### src/rtl/addsub_pipe_nbit.sv
// Pipelined N-bit add/sub: carry chain cut into CHUNK-bit slices, one register stage per slice.
// Define ADDSUB_SATURATE_EN to clamp s on signed overflow; otherwise s wraps.
module addsub_pipe_nbit #(
  parameter int WIDTH = 16,
  parameter int CHUNK = 4
) (
  input  logic             clk,
  input  logic             reset_n,
  input  logic             in_valid,
  output logic             in_ready,
  input  logic [WIDTH-1:0] x,
  input  logic [WIDTH-1:0] y,
  input  logic             add_n,
  output logic             out_valid,
  input  logic             out_ready,
  output logic [WIDTH-1:0] s,
  output logic             c_out,
  output logic             ovf,
  output logic             zero
);

  localparam int STAGES = WIDTH / CHUNK;

  logic              adv;
  logic [STAGES-1:0] vld_q;
  logic [STAGES-1:0] carry_vec;
  logic [WIDTH-1:0]  b_in;
  logic [WIDTH-1:0]  raw_next;
  logic [WIDTH-1:0]  s_next;
  logic              ovf_d;
  logic              ovf_q;
  logic              zero_q;

  // A single enable freezes the whole pipe, skew registers included, so stalled beats stay aligned.
  assign adv       = !out_valid || out_ready;
  assign in_ready  = adv;
  assign out_valid = vld_q[STAGES-1];
  assign b_in      = y ^ {WIDTH{add_n}};

`ifdef ADDSUB_SATURATE_EN
  logic sign_a;
  assign s_next = ovf_d ? (sign_a ? {1'b1, {(WIDTH-1){1'b0}}} : {1'b0, {(WIDTH-1){1'b1}}})
                        : raw_next;
`else
  assign s_next = raw_next;
`endif

  always_ff @(posedge clk or negedge reset_n) begin
    if (!reset_n) begin
      vld_q <= '0;
    end else if (adv) begin
      vld_q[0] <= in_valid;
      for (int i = 1; i < STAGES; i++) vld_q[i] <= vld_q[i-1];
    end
  end

  genvar k;
  generate
    for (k = 0; k < STAGES; k++) begin : g_slice
      logic [CHUNK-1:0] a_cur;
      logic [CHUNK-1:0] b_cur;
      logic             cin;
      logic             carry_q;
      logic [CHUNK:0]   sum_full;
      // r_q[k] holds this slice's sum; later entries realign it with the MSB slice.
      logic [CHUNK-1:0] r_q [k:STAGES-1];

      if (k == 0) begin : g_entry
        assign a_cur = x[CHUNK-1:0];
        assign b_cur = b_in[CHUNK-1:0];
        assign cin   = add_n;
      end else begin : g_skew
        logic [CHUNK-1:0] a_q [1:k];
        logic [CHUNK-1:0] b_q [1:k];

        always_ff @(posedge clk or negedge reset_n) begin
          if (!reset_n) begin
            for (int j = 1; j <= k; j++) begin
              a_q[j] <= '0;
              b_q[j] <= '0;
            end
          end else if (adv) begin
            a_q[1] <= x[k*CHUNK +: CHUNK];
            b_q[1] <= b_in[k*CHUNK +: CHUNK];
            for (int j = 2; j <= k; j++) begin
              a_q[j] <= a_q[j-1];
              b_q[j] <= b_q[j-1];
            end
          end
        end

        assign a_cur = a_q[k];
        assign b_cur = b_q[k];
        assign cin   = carry_vec[k-1];
      end

      assign sum_full     = {1'b0, a_cur} + {1'b0, b_cur} + {{CHUNK{1'b0}}, cin};
      assign carry_vec[k] = carry_q;

      always_ff @(posedge clk or negedge reset_n) begin
        if (!reset_n) begin
          carry_q <= 1'b0;
        end else if (adv) begin
          carry_q <= sum_full[CHUNK];
        end
      end

      if (k == STAGES-1) begin : g_msb
        assign raw_next[k*CHUNK +: CHUNK] = sum_full[CHUNK-1:0];
        // Carry into the MSB is recovered from the MSB sum bit and its operands.
        assign ovf_d = a_cur[CHUNK-1] ^ b_cur[CHUNK-1] ^ sum_full[CHUNK-1] ^ sum_full[CHUNK];
`ifdef ADDSUB_SATURATE_EN
        assign sign_a = a_cur[CHUNK-1];
`endif
      end else begin : g_low
        assign raw_next[k*CHUNK +: CHUNK] = r_q[STAGES-2];
      end

      always_ff @(posedge clk or negedge reset_n) begin
        if (!reset_n) begin
          for (int j = k; j < STAGES; j++) r_q[j] <= '0;
        end else if (adv) begin
          if (k < STAGES-1) r_q[k] <= sum_full[CHUNK-1:0];
          for (int j = k + 1; j < STAGES - 1; j++) r_q[j] <= r_q[j-1];
          r_q[STAGES-1] <= s_next[k*CHUNK +: CHUNK];
        end
      end

      assign s[k*CHUNK +: CHUNK] = r_q[STAGES-1];
    end
  endgenerate

  always_ff @(posedge clk or negedge reset_n) begin
    if (!reset_n) begin
      ovf_q  <= 1'b0;
      zero_q <= 1'b0;
    end else if (adv) begin
      ovf_q  <= ovf_d;
      zero_q <= (s_next == '0);
    end
  end

  assign c_out = carry_vec[STAGES-1];
  assign ovf   = ovf_q;
  assign zero  = zero_q;

endmodule

### config.mk
export PLATFORM = sky130hd
export DESIGN_NAME = addsub_pipe_nbit
export DESIGN_NICKNAME = d
export VERILOG_FILES = /design/src/rtl/addsub_pipe_nbit.sv
export SDC_FILE = /design/constraint.sdc
export NUM_CORES = 1
export LEC_CHECK = 0
export CORE_UTILIZATION = 49
export CTS_CLUSTER_SIZE = 24
export DETAILED_ROUTE_END_ITERATION = 7
export PLACE_DENSITY = 0.75
export SETUP_SLACK_MARGIN = 0.1
export SYNTH_ARGS = -nofsm -noshare
export SYNTH_HDL_FRONTEND = slang
export SYNTH_SLANG_ARGS = --single-unit
### constraint.sdc
create_clock -name clk -period 1.97 [get_ports clk]
set_input_delay 0.197 -clock clk [delete_from_list [all_inputs] [get_ports clk]]
set_output_delay 0.197 -clock clk [all_outputs]
set_load 0.02 [all_outputs]
Yosys cells after proc, flatten, opt, wreduce, memory -nomap -nowiden --
Index checks and enable logic that the tools add are counted.
Word-level totals: bits in registers 98, output and inout port bits 21, input port bits 37, logic and storage cells 44
Cells by class: bitwise logic cells 4, reduce and logical (&&, ||, !) cells 3, $add $sub $neg 8
Operators with widths (count):
- 4-bit by 4-bit adder with 5-bit output | 4
- 5-bit by 1-bit adder with 5-bit output | 4
- 16-bit zero test | 1
- 16-bit bitwise XOR | 1
- 1-bit bitwise XOR | 3
- 1-bit zero test | 1
- 1-bit logical OR | 1

Logic depth before layout (Yosys ltp) --
word-level depth 4, mapped depth 8, gate-level depth less buffers 7

Worst setup path after synthesis --
OpenSTA, ideal clock, no wires.
kind register -> register, start point register g_slice[2].carry_q, end point register zero_q (netlist: zero), library setup time 0.120 ns, cell stages (with the launch flop) 8, setup slack 0.094 ns, period minus slack after synthesis 1.876 ns, data required time 1.850 ns, arrival 1.756 ns, buffers on the path 0, cell sequence dfrtp_1 > fa_1 > inv_1 > fa_1 > nor4b_1 > nand3_1 > nor4_2 > a31o_1
Between the ends: longest elaborated chain between the ends 2
RTL lines:
- start: declaration | line 63 | logic carry_q;
- start signal: assignment | line 104 | carry_q <= sum_full[CHUNK];
- 5-bit by 1-bit adder with 5-bit output | line 97 | assign sum_full = {1'b0, a_cur} + {1'b0, b_cur} + {{CHUNK{1'b0}}, cin};
- 16-bit zero test | line 139 | zero_q <= (s_next == '0);
- end signal: assignment | line 139
- end: declaration | line 32 | logic zero_q;
No other way between the ends. A chain may end at the register's enable or synchronous reset.

Final worst setup path --
start point register g_slice[3].g_skew.a_q, in the netlist g_slice[3].a_cur[0], end point register zero_q (netlist: zero)
Between the ends: longest elaborated chain between the ends 3
RTL lines:
- start: declaration | line 73 | logic [CHUNK-1:0] a_q [1:k];
- start signal: indexed assignment | line 86 | a_q[j] <= a_q[j-1];
- 4-bit by 4-bit adder with 5-bit output | line 97
- 5-bit by 1-bit adder with 5-bit output | line 97
- 16-bit zero test | line 139
No other way between the ends.

==> metrics.md <==
| Metric | Value |
|---|---|
| ANT cells | `0` |
| Worst EP arrival | `2200 ps` |
| Post-Synthesis Net Count | `532` |
| Routed WL | `just over 8000 microns` |
| Htree depth | `3` |
| Share of post-route cells with drive strength above 1 | `6.51%` |
| IO Count | `a little under 60` |
| Row count | `34` |
| YS warnings | `0` |
| GPL Wtd Cong | `roughly 0.76` |
| PD cells | `between 1500 and 2000 nW/um^2` |
| First-pass GRT wire length | `14100 microns` |
| Wire per inst | `13.1 microns` |
| Drt first pass iters | `4` |
| ANT nets after route | `0` |
| Most frequent cells in the layout | `218 x nand2_1, 98 x dfrtp_1, 55 x clkdlybuf4s50_1` |
| Main synth FF type | `dfrtp_1` |
| RSZ-0062 raised after global routing | `true` |
| Cell mode on critical path | `fa_2` |
| EDFF count, synth | `0` |
| Root buf cell | `clkbuf_8` |
| WP data required | `2270 ps` |
| Core footprint | `around 8700 sq um` |
| Post-synthesis sequential area ratio | `56.0%` |
| Setup TNS | `0 ps` |
| Via count | `3068` |
| Relative slew slack | `64.4%` |
| Largest net degree at the start of global routing | `109` |
| Count of pins over their slew limit | `0` |
| Post-route insts no fill | `630` |
| Pwr Total | `7.98 mW` |
| Max-Cap Viols | `0` |
| FMAX | `527 MHz` |
| Vias in the first global route | `between 3000 and 4000` |
| Area growth, synth to finish | `19.4%` |
| Yosys reg bits | `98` |
| Post-Syn Instances | `476` |
| Nets | `approximately 570` |
| CTS clk-pin slew, worst paths | `100 ps` |
| Overflow after GRT | `0` |
| DP Area | `4980 sq um` |
| Ys async rst share | `100%` |
| CP max stage delay | `approximately 540 ps` |
| Hold_ws | `346 ps` |
| Crit Path Max Fanout | `2` |
| CTS Buf Count | `9` |
| Worst skew pair latency | `360 ps` |
| Util after Layout | `60.3%` |
| CTS tree | `yes` |
| Critical Path End Type | `flip-flop` |
| Syn Area/Cell | `9.21 sq um` |
| Slew @ Worst Pin | `approximately 530 ps` |
| Synth unique cells | `26` |
| Setup ws final | `72.9 ps` |
| Clk buf depth | `2` |
| Placed Cells | `611` |
| Starting DRT DRC Count | `106` |
| Vias/cell | `~4.9` |
| CP Launch Type | `flip-flop` |
| Skew final | `14.7 ps` |
| Die H | `96.6 microns` |
| Final Hold Fails | `0` |
| P_leak | `roughly 2.6 nW` |
| Die ar. | `9320 sq um` |
| Worst path cell trace | `fa_2 > inv_2 > fa_2 > nor4b_4 > nand3_1 > nor4_2 > a31o_1` |
| DP HPWL | `5530 microns` |
| Port Buffers | `57` |
| CTS Sinks | `approximately 100` |
| Die width | `96.6 microns` |
| # setup viols final | `0` |
| All-Layer GR Usage | `20.2%` |
| Tmin final | `1900 ps` |
| Cell area after layout | `5230 sq um` |
| Commonest non-fill, non-tap cell in the layout | `nand2_1` |
| Crit share post-route | `a little over nine tenths` |
| Hold Path Class | `in2reg` |
| DRC | `0` |
| Initial antenna violation count | `0` |
| Synth Cell Area | `4380 sq um` |
| Crit-path slowest cell | `fa_2` |
| Dpl ws | `-11.2 ps` |
| Initial Utilization | `about half` |
| WS Path Type | `reg2reg` |
| Status | `finished, final reports clean` |
| Worst VDD drop | `approximately 0.00062 V` |
-- sequential cells by signal, summed over array words and instances (netlist names) --
register,count
vld_q,4
g_slice.g_skew.a_q,12
g_slice.carry_q,3
g_slice.b_cur,12
g_slice.g_skew.b_q,12
c_out,1
s,12
ovf,1
g_slice.r_q,28
g_slice.a_cur,12
zero,1
-- cells in the mapped netlist, types with 2 or more instances --
cell      instances  area [sq um]
a21oi_1          12          60.1
a21o_1            4          30.0
buf_1             5          18.8
ha_1             12           150
buf_2            10          50.1
xnor2_1          14           123
nor2_1           13          48.8
buf_4            12          90.1
nand2_1         218           818
clkbuf_1          8          30.0
nor2b_1           3          18.8
nand2b_1          2          12.5
inv_1            10          37.5
fa_1              7           140
dfrtp_1          98          2450
xor2_1            9          78.8
o21ai_0          30           150
-- layer usage --
layer	share of wire, %	GRT usage [%]	routed length, microns
met1	47	26.8	3890
met2	47	32.2	3880
met3	4.0	3.29	331
met4	2.2	9.80	182
met5	0	0	0
-- power by group --
group          leakage, nW  internal [mW]  switching [mW]  total [mW]
combinational         1.28           1.45            1.75        3.20
sequential            1.19           2.90           0.594        3.49
clock               0.0925          0.590           0.698        1.29
-- cell type report --
| type | count | area [sq um] |
|---|---|---|
| Tap cell | 108 | 135 |
| Timing Repair Buffer | 65 | 671 |
| Clock buffer | 10 | 128 |
| Sequential cell | 98 | 2450 |
| Inverter | 11 | 41.3 |
| Fill cell | 776 | 3450 |
| Clock inverter | 6 | 67.6 |
| Multi-Input combinational cell | 332 | 1740 |
-- cell families after synthesis --
family | count (synthesis) | synth area share [%]
AND/OR/NAND/NOR | 242 | 21.6
flip-flops | 98 | 56.0
AO/OA/AOI/OAI | 47 | 5.68
buffers and inverters | 46 | 5.25
XOR/XNOR | 23 | 4.60
adder cells (fa/ha/maj) | 19 | 6.62
multiplexers | 1 | 0.228
-- path summary, 6_finish.rpt --
check	from	endpoint	slack, ps	cells past startpoint
max	g_slice[3].a_cur[0]$_DFFE_PN0P_	zero$_DFFE_PN0P_	70	7
min	x[13]	g_slice[3].g_skew.a_q[9]$_DFFE_PN0P_	350	3
max reg2reg	g_slice[3].a_cur[0]$_DFFE_PN0P_	zero$_DFFE_PN0P_	70	7
min reg2reg	vld_q[2]$_DFFE_PN0P_	vld_q[2]$_DFFE_PN0P_	470	2
max in group asynchronous	reset_n	g_slice[1].b_cur[1]$_DFFE_PN0P_	1120	3
min in group asynchronous	reset_n	s[7]$_DFFE_PN0P_	400	3
-- critical path: cells and delay by family (launching register included) --
family,cells,cell delay (ps)
AOI/OAI and AO/OA,1,160
adders and majority gates,2,780
buffers and inverters,1,40
DFF,1,400
and+or+nand+nor,3,450
-- timing repair --
action | CTS | global route
setup endpoints to repair | 1 | 5
endpoints found under the hold margin | 98 | 0
setup buffers | 2 | 0
hold buffers | 1 | 0
gates cloned | 0 | 0
pin swaps | 4 | 1
gates resized for setup | 3 | 5
(Power assumes the default switching activity.)
